`src/rtl/full_adder_half_adder.sv`:
```
// half_adder: one-bit half adder used as the building block of the full adder.
module half_adder (
  input  logic a,
  input  logic b,
  output logic s,
  output logic c
);
  assign s = a ^ b;
  assign c = a & b;
endmodule

```
`src/rtl/full_adder.sv`:
```
// full_adder: registered 1-bit full adder; chain selects the held carry for LSB-first bit-serial addition.
module full_adder (
  input  logic clk,
  input  logic rst,
  input  logic x,
  input  logic y,
  input  logic z,
  input  logic in_valid,
  input  logic chain,
  output logic s,
  output logic c,
  output logic out_valid
);
  logic cin, s1, c1, s2, c2;
  // The carry register c doubles as the held carry; it only moves on qualified cycles.
  assign cin = chain ? c : z;
  half_adder ha0 (.a(x), .b(y), .s(s1), .c(c1));
  half_adder ha1 (.a(s1), .b(cin), .s(s2), .c(c2));
  always_ff @(posedge clk) begin
    if (rst) begin
      s         <= 1'b0;
      c         <= 1'b0;
      out_valid <= 1'b0;
    end else begin
      out_valid <= in_valid;
      if (in_valid) begin
        s <= s2;
        c <= c1 | c2;
      end
    end
  end
endmodule

```
`config.mk`:
```
export PLATFORM = sky130hd
export DESIGN_NAME = full_adder
export DESIGN_NICKNAME = d
export VERILOG_FILES = /design/src/rtl/full_adder_half_adder.sv /design/src/rtl/full_adder.sv
export SDC_FILE = /design/constraint.sdc
export NUM_CORES = 1
export LEC_CHECK = 0
export ABC_AREA = 1
export CAP_MARGIN = 20
export CELL_PAD_IN_SITES_DETAIL_PLACEMENT = 0
export CELL_PAD_IN_SITES_GLOBAL_PLACEMENT = 1
export CORE_AREA = 5 5 42 44
export DETAILED_ROUTE_END_ITERATION = 12
export DIE_AREA = 0 0 47 49
export GPL_ROUTABILITY_DRIVEN = 0
export GPL_TIMING_DRIVEN = 0
export MAX_ROUTING_LAYER = met4
export PLACE_DENSITY_LB_ADDON = 0.1
export SLEW_MARGIN = 20
export SYNTH_ARGS = -nofsm -noshare
export SYNTH_HDL_FRONTEND = slang
export SYNTH_SLANG_ARGS = --single-unit
```
`constraint.sdc`:
```
create_clock -name clk -period 1.75 [get_ports clk]
set_input_delay 0.35 -clock clk [delete_from_list [all_inputs] [get_ports clk]]
set_output_delay 0.35 -clock clk [all_outputs]
set_load 0.01 [all_outputs]
```
# Word level (Yosys, flattened, before mapping)
# Cells that the tools add are included.
# totals
in_bits,7
register_bits,3
# op_classes
n_bitwise,5
muxes,1
# ops
op,count
$and A1 B1 Y1,2
$xor A1 B1 Y1,2
$mux W1,1
$or A1 B1 Y1,1

# Depth between registers and ports, before layout
# Gate-level depths: netlist of the first run.
# depth
word_depth,3
depth_mapped,7

# By module
# From an unflattened synthesis of the first run, not the netlist that was laid out.
# hier_totals
cells_unflattened,19
hier_area_um2,141.4
# by_module_without_submodules
mod,area_per_inst_um2,seq_area_each_um2,n_inst,cells_per_inst
full_adder,116.4,60.1,1,17
half_adder,12.5,0.0,2,1

# Worst setup path after synthesis of the first run
# OpenSTA, ideal clock, no wires.
# synth_timing
path_type,in2reg
start,in z
end,reg s
path_buffers,0
setup_ns,0.113
stages,7
setup_slack_ns,0.506
t_arrival_ns,1.131
required_ns,1.637
path_cell_list,inv_1 > o21ai_0 > fa_1 > inv_1 > nand2_1 > nand2_1 > nor2_1
# synth_between
elab_chain_cells,2
# synth_rtl
item,line_no,source
from (decl),full_adder.sv:7,"input logic z,"
$mux W1,full_adder.sv:16,assign cin = chain ? c : z;
$xor A1 B1 Y1,full_adder_half_adder.sv:8,assign s = a ^ b;
via ha1.s,full_adder_half_adder.sv:5,"output logic s,"
to (signal assigned),full_adder.sv:21,s <= 1'b0;
to (signal assigned),full_adder.sv:27,s <= s2;
to (decl),full_adder.sv:10,"output logic s,"
# The timed path passes the listed nets, and every way through them passes these cells.
# A chain may end at the register's enable or synchronous reset.

# Worst setup path in the final report of the first run
# Ends and elaborated chain as after synthesis.

==> results of run 1 <==
==> logic make-up after synthesis <==
logic type	share of synthesized area (%)
and+or+nand+nor	26.55
AOI/OAI and AO/OA	3.536
DFF	42.48
buffers and inverters	13.28
adders and majority gates	14.16
==> sequential cells by signal, summed over array words and instances, names as in the netlist <==
register and cells:
out_valid 1, s 1, c 1
==> per-stage QoR <==
stage / cells / hold slack [ps] / instance area (um^2)
global route: 49 / 517.6 / 277.8
detailed placement: 45 / 467.3 / 251.5
global placement: 45 / 461.1 / 251.5
CTS: 49 / 475.0 / 277.8
finish: 49 / 474.7 / 277.8
floorplan: 20 / 421.2 / 141.4
==> how the worst max path moves through the flow <==
stage / slack [ps] / depth (start not counted) / start / endpoint
after floorplan: 510 / 7 / z / s
after global placement: -50 / 8 / z / s
after detailed placement: -30 / 8 / z / s
after CTS: 200 / 8 / z / s
after global routing: 70 / 8 / z / s
final: 200 / 8 / z / s
==> cells in the mapped netlist <==
| cell | number | area share [%] |
|---|---|---|
| fa_1 | 1 | 14 |
| inv_1 | 5 | 13 |
| nor2_1 | 5 | 13 |
| dfxtp_1 | 3 | 42 |
| o21ai_0 | 1 | 3.5 |
| nand2_1 | 5 | 13 |
==> area by class of cell <==
| class | instances | area, um^2 |
|---|---|---|
| Fill cell | 161 | 1124 |
| Inverter | 5 | 18.77 |
| Clock buffer | 4 | 26.28 |
| Sequential cell | 3 | 60.06 |
| Tap cell | 16 | 20.02 |
| Multi-Input combinational cell | 12 | 62.56 |
| Timing Repair Buffer | 9 | 90.09 |
==> layer usage <==
layer / vias to the layer above / part of all wire, %
met4: 0 / 0
met5: - / 0
li1: 81 / -
met1: 59 / 46
met3: 0 / 16
met2: 8 / 38
==> critical path, stage by stage <==
cell and delay, ps:
clkdlybuf4s50_1 450, inv_1 30, o21ai_0 180, fa_1 460, inv_1 60, nand2_1 40, nand2_1 50, nor2_1 40
==> power by group through the flow <==
stage | clock network (mW) | registers (mW) | logic [mW]
finish | 0.122 | 0.0763 | 0.0454
global route | 0.136 | 0.0773 | 0.0516
CTS | 0.128 | 0.0765 | 0.0463
detailed placement | 0 | 0.0776 | 0.0457
global placement | 0 | 0.0775 | 0.0458
floorplan | 0 | 0.0799 | 0.0140
==> out/results.ini, run 1 <==
[run_status]
status=finished, final reports clean

[power]
static-leakage-power_nw=0.1315
p_seq_share_pct=31.3
comb_power_share_pct=18.6
p_int_mw=0.1870
switching_share_pct=23.34
ir_drop_mv=0.3622
power_density_nw_per_um2=878.0
power_frac_clock_pct=50.1
switchingPower_mw=0.05691
p_total_mw=0.2439

[worst_setup_path]
rr_endpoint=s
required_ps=1880
cp-start-kind=primary input
worstRegToRegCells=7
cp_max_fo=1
crit_path_end_kind=flip-flop
worstReg2RegStart=c
path_class=primary input to flip-flop
crit_arrival_ps=1670
reg2reg_setup_slack_ps=520

[floorplanning]
rows=14
die_h_um=49
dieArea_um2=2303
die_w_um=47
coreArea_um2=1401
start_util_pct=10.09
pin_count=10

[route]
drc=0
firstDrtPassIters=1
routed_wl_um=367
vias_per_cell=3.020
ant_nets=0
wire_per_inst_um=7.490
first_iter_violations=0
vias=148

[grt]
gr-usage-met1_pct=4.615
grt-busiest-layer=met1
grt_usage_pct=3.971
grt_antenna_before_repair=0
grt_max_degree=6
grt_pass1_vias=146
grtUsageMet3_pct=3.690
grt_use_met2_pct=4.072
grt_overflow_total=0
grt_first_pass_wirelength_um=593

[cts]
cts.sinks=3
root_buffer=clkbuf_4
cts_tree=built
cts.path.max_buffers=2
post-cts-setup-buffers=0
cts_hold_buf=0
clk_pin_slew_worst_paths_ps=40
h-tree-depth=1
clkLatencyLatePin_ps=230
ctsResizeCount=0
cts-buffers-inserted=3

[placed_design]
place_ws_ps=-25.28
portBuffers=9

[sta]
post-route-period-util_pct=88.34
rsz0062_at_grt=false
hold_viol_final=0
tns_ps=0
finalSetupViolations=0
setup_slack_ps=204.1
finalClockSkew_ps=4.042
slew_violations=0
period_minus_slack_ps=1546
worst_pin_slew_ps=197.8
max_freq_ghz=0.6469
maxSlewHeadroom_pct=86.67

[cells_and_area]
drive_gt1_share_pct=9.091
nets=42
most-common-layout-cells=9 x clkdlybuf4s50_1, 5 x inv_1, 5 x nor2_1, 5 x nand2_1
syn_to_final_growth_pct=96.46
diodes=0
final_common_cell=clkdlybuf4s50_1
post-route-util_pct=19.82

[worst_hold_path]
whs_endpoint=s
min_path_cells=2
hold_path.startpoint=s
hp-class=flip-flop to flip-flop

[job]
maxCapViolCount=0

[logic_synthesis]
yosysSeqAreaShare_pct=42.48
syn_area_per_cell_um2=7.069
synth-seq-cells=3
netlist_area_um2=141.4
yosys_warnings=0
yosysUniqueCellTypes=6
synth_cells=20
syn_nets=28

(Power assumes the default switching activity.)
==> run 2: changes to the inputs <==
--- a/config.mk
+++ b/config.mk
@@ -10,6 +10,7 @@
 export CELL_PAD_IN_SITES_DETAIL_PLACEMENT = 0
 export CELL_PAD_IN_SITES_GLOBAL_PLACEMENT = 1
 export CORE_AREA = 5 5 42 44
+export CTS_CLUSTER_DIAMETER = 100
 export DETAILED_ROUTE_END_ITERATION = 12
 export DIE_AREA = 0 0 47 49
 export GPL_ROUTABILITY_DRIVEN = 0
==> results of run 2 <==
No change in the layout: final DEF, timing and power equal those of run 1.
==> run 3: changes to the inputs <==
--- a/config.mk
+++ b/config.mk
@@ -17,6 +17,7 @@
 export GPL_TIMING_DRIVEN = 0
 export MAX_ROUTING_LAYER = met4
 export PLACE_DENSITY_LB_ADDON = 0.1
+export RECOVER_POWER = 100
 export SLEW_MARGIN = 20
 export SYNTH_ARGS = -nofsm -noshare
 export SYNTH_HDL_FRONTEND = slang
==> run 3 against run 2 <==
  * Clock power hardly changed
  * Hold slack worse by 2.9 ps
  * Largest cell class unchanged
  * Via count is the same
  * Die area did not move
  * Cell count unchanged
  * Critical path depth is the same
  * Setup slack about the same
==> out/results.ini, run 3 (synthesized netlist as in run 1, its figures left out) <==
[run_status]
status=finished, final reports clean  ; unchanged

[sta]
max_freq_ghz=0.6468  ; was 0.6469 GHz
maxSlewHeadroom_pct=86.67  ; unchanged
period_minus_slack_ps=1546  ; about the same
finalClockSkew_ps=4.042  ; unchanged
hold_viol_final=0  ; unchanged
rsz0062_at_grt=false  ; unchanged
hold_ws_ps=471.8  ; was 474.7 ps
finalSetupViolations=0  ; unchanged
tns_ps=0  ; unchanged
worst_pin_slew_ps=197.8  ; unchanged
post-route-period-util_pct=88.35  ; was 88.34%
slew_violations=0  ; unchanged

[cells_and_area]
finalNonFillerCells=49  ; unchanged
fill_cells=161  ; unchanged
post-route-util_pct=19.82  ; unchanged
diodes=0  ; unchanged
most-common-layout-cells=5 x inv_1, 5 x nor2_1, 5 x nand2_1, 5 x clkdlybuf4s50_1, 4 x dlygate4sd3_1  ; was 9 x clkdlybuf4s50_1, 5 x inv_1, 5 x nor2_1, 5 x nand2_1
drive_gt1_share_pct=9.091  ; unchanged
nets=42  ; unchanged
largestRegisters=c (1), out_valid (1), s (1)  ; unchanged
syn_to_final_growth_pct=96.46  ; unchanged

[power]
static-leakage-power_nw=0.1380  ; was 0.1315 nW
switchingPower_mw=0.05669  ; was 0.05691 mW
comb_power_share_pct=17.8  ; was 18.6%
power_frac_clock_pct=50.6  ; was 50.1%
switching_share_pct=23.49  ; was 23.34%
power_density_nw_per_um2=868.8  ; was 878.0 nW/um^2
p_int_mw=0.1846  ; was 0.1870 mW
ir_drop_mv=0.3615  ; was 0.3622 mV
p_seq_share_pct=31.5  ; was 31.3%
p_total_mw=0.2413  ; was 0.2439 mW

[route]
firstDrtPassIters=1  ; unchanged
first_iter_violations=0  ; unchanged
routed_wl_um=366  ; was 367 um
drc=0  ; unchanged
vias=148  ; unchanged
vias_per_cell=3.020  ; unchanged
ant_nets=0  ; unchanged
wire_per_inst_um=7.469  ; was 7.490 um

[placed_design]
portBuffers=9  ; unchanged
dp_cells=45  ; unchanged

[worst_setup_path]
required_ps=1880  ; about the same
crit_path_end_kind=flip-flop  ; unchanged
path_depth=8  ; unchanged
worstRegToRegCells=7  ; unchanged
slowest_stage=fa_1  ; unchanged
cp-endpoint=s  ; unchanged
max_stage_delay_ps=460  ; about the same
rr_endpoint=s  ; unchanged
reg2reg_setup_slack_ps=520  ; about the same
crit_family=buffers and inverters  ; unchanged
crit_arrival_ps=1670  ; about the same
worstReg2RegStart=c  ; unchanged
cp-start-kind=primary input  ; unchanged
cp.buffers_inverters=3  ; unchanged
cp_max_fo=1  ; unchanged
crit_chain=clkdlybuf4s50_1 > inv_1 > o21ai_0 > fa_1 > inv_1 > nand2_1 > nand2_1 > nor2_1  ; unchanged
path_class=primary input to flip-flop  ; unchanged
crit_path_start=z  ; unchanged

[cts]
cts.path.max_buffers=2  ; unchanged
h-tree-depth=1  ; unchanged
root_buffer=clkbuf_4  ; unchanged
clk_pin_slew_worst_paths_ps=40  ; about the same
ctsResizeCount=0  ; unchanged
post-cts-setup-buffers=0  ; unchanged
clkLatencyLatePin_ps=230  ; about the same
cts_hold_buf=0  ; unchanged
cts_tree=built  ; unchanged
cts-buffers-inserted=3  ; unchanged
cts.sinks=3  ; unchanged

[floorplanning]
die_h_um=49  ; unchanged
die_w_um=47  ; unchanged
dieArea_um2=2303  ; unchanged
start_util_pct=10.09  ; unchanged
pin_count=10  ; unchanged
coreArea_um2=1401  ; unchanged
rows=14  ; unchanged

[grt]
grt_max_degree=6  ; unchanged
grt_antenna_before_repair=0  ; unchanged
grt-busiest-layer=met1  ; unchanged
grt_overflow_total=0  ; unchanged
grt_first_pass_wirelength_um=593  ; unchanged
gr-usage-met1_pct=4.615  ; unchanged
grtUsageMet3_pct=3.690  ; unchanged
grt_pass1_vias=146  ; unchanged
grt_use_met2_pct=4.072  ; unchanged
grt_usage_pct=3.971  ; unchanged

[job]
maxCapViolCount=0  ; unchanged

[worst_hold_path]
hp-class=flip-flop to flip-flop  ; unchanged

==> run 3: cell types whose count changed in the layout (fill, tap and decap cells not counted) <==
cell             before  now
dlygate4sd3_1         0    4
clkdlybuf4s50_1       9    5
==> run 3: worst register-to-register path, delay by kind of cell (launching register included) <==
| family | cells | cell delay (ps) |
|---|---|---|
| adder cells (fa/ha/maj) | 1 | 460 |
| flip-flops | 1 | 330 |
| AND/OR/NAND/NOR | 4 | 180 |
| AO/OA/AOI/OAI | 1 | 90 |
| buffers and inverters | 1 | 60 |
==> run 3: worst min-delay path by stage <==
| stage | start | endpoint | cells after the start |
|---|---|---|---|
| floorplan | rst | out_valid | 1 |
| global placement | s | s | 2 |
| detailed placement | s | s | 2 |
| CTS | s | s | 2 |
| global route | s | s | 2 |
| finish | s | s | 2 |
==> run 3: power by group through the flow <==
| stage | Clock (mW) | Combinational [mW] | Sequential (mW) |
|---|---|---|---|
| 4_1_cts | 0.128 | 0.0463 | 0.0765 |
| 3_5_place_dp | 0 | 0.0457 | 0.0776 |
| 5_1_grt | 0.136 | 0.0493 | 0.0771 |
| 3_3_place_gp | 0 | 0.0458 | 0.0775 |
| 2_1_floorplan | 0 | 0.0140 | 0.0799 |
| 6_report | 0.122 | 0.0431 | 0.0760 |
==> run 3: layout make-up <==
class	count	area, um^2	share of cell area [%]
clock buffers	4	26.28	9.459
inverters	5	18.77	6.757
multi-input cells	12	62.56	22.52
flip-flops and latches	3	60.06	21.62
well taps	16	20.02	7.207
repair buffers	9	90.09	32.43
==> run 3: routing by layer <==
layer / wire (um) / vias up
li1: - / 81
met2: 139 / 8
met4: 0 / 0
met3: 58 / 0
met5: 0 / -
met1: 168 / 59
==> run 3: per-stage QoR <==
stage / area, um^2 / setup slack [ps]
global route: 277.8 / 68.91
global placement: 251.5 / -53.88
floorplan: 141.4 / 505.9
detailed placement: 251.5 / -25.28
finish: 277.8 / 203.9
CTS: 277.8 / 200.6
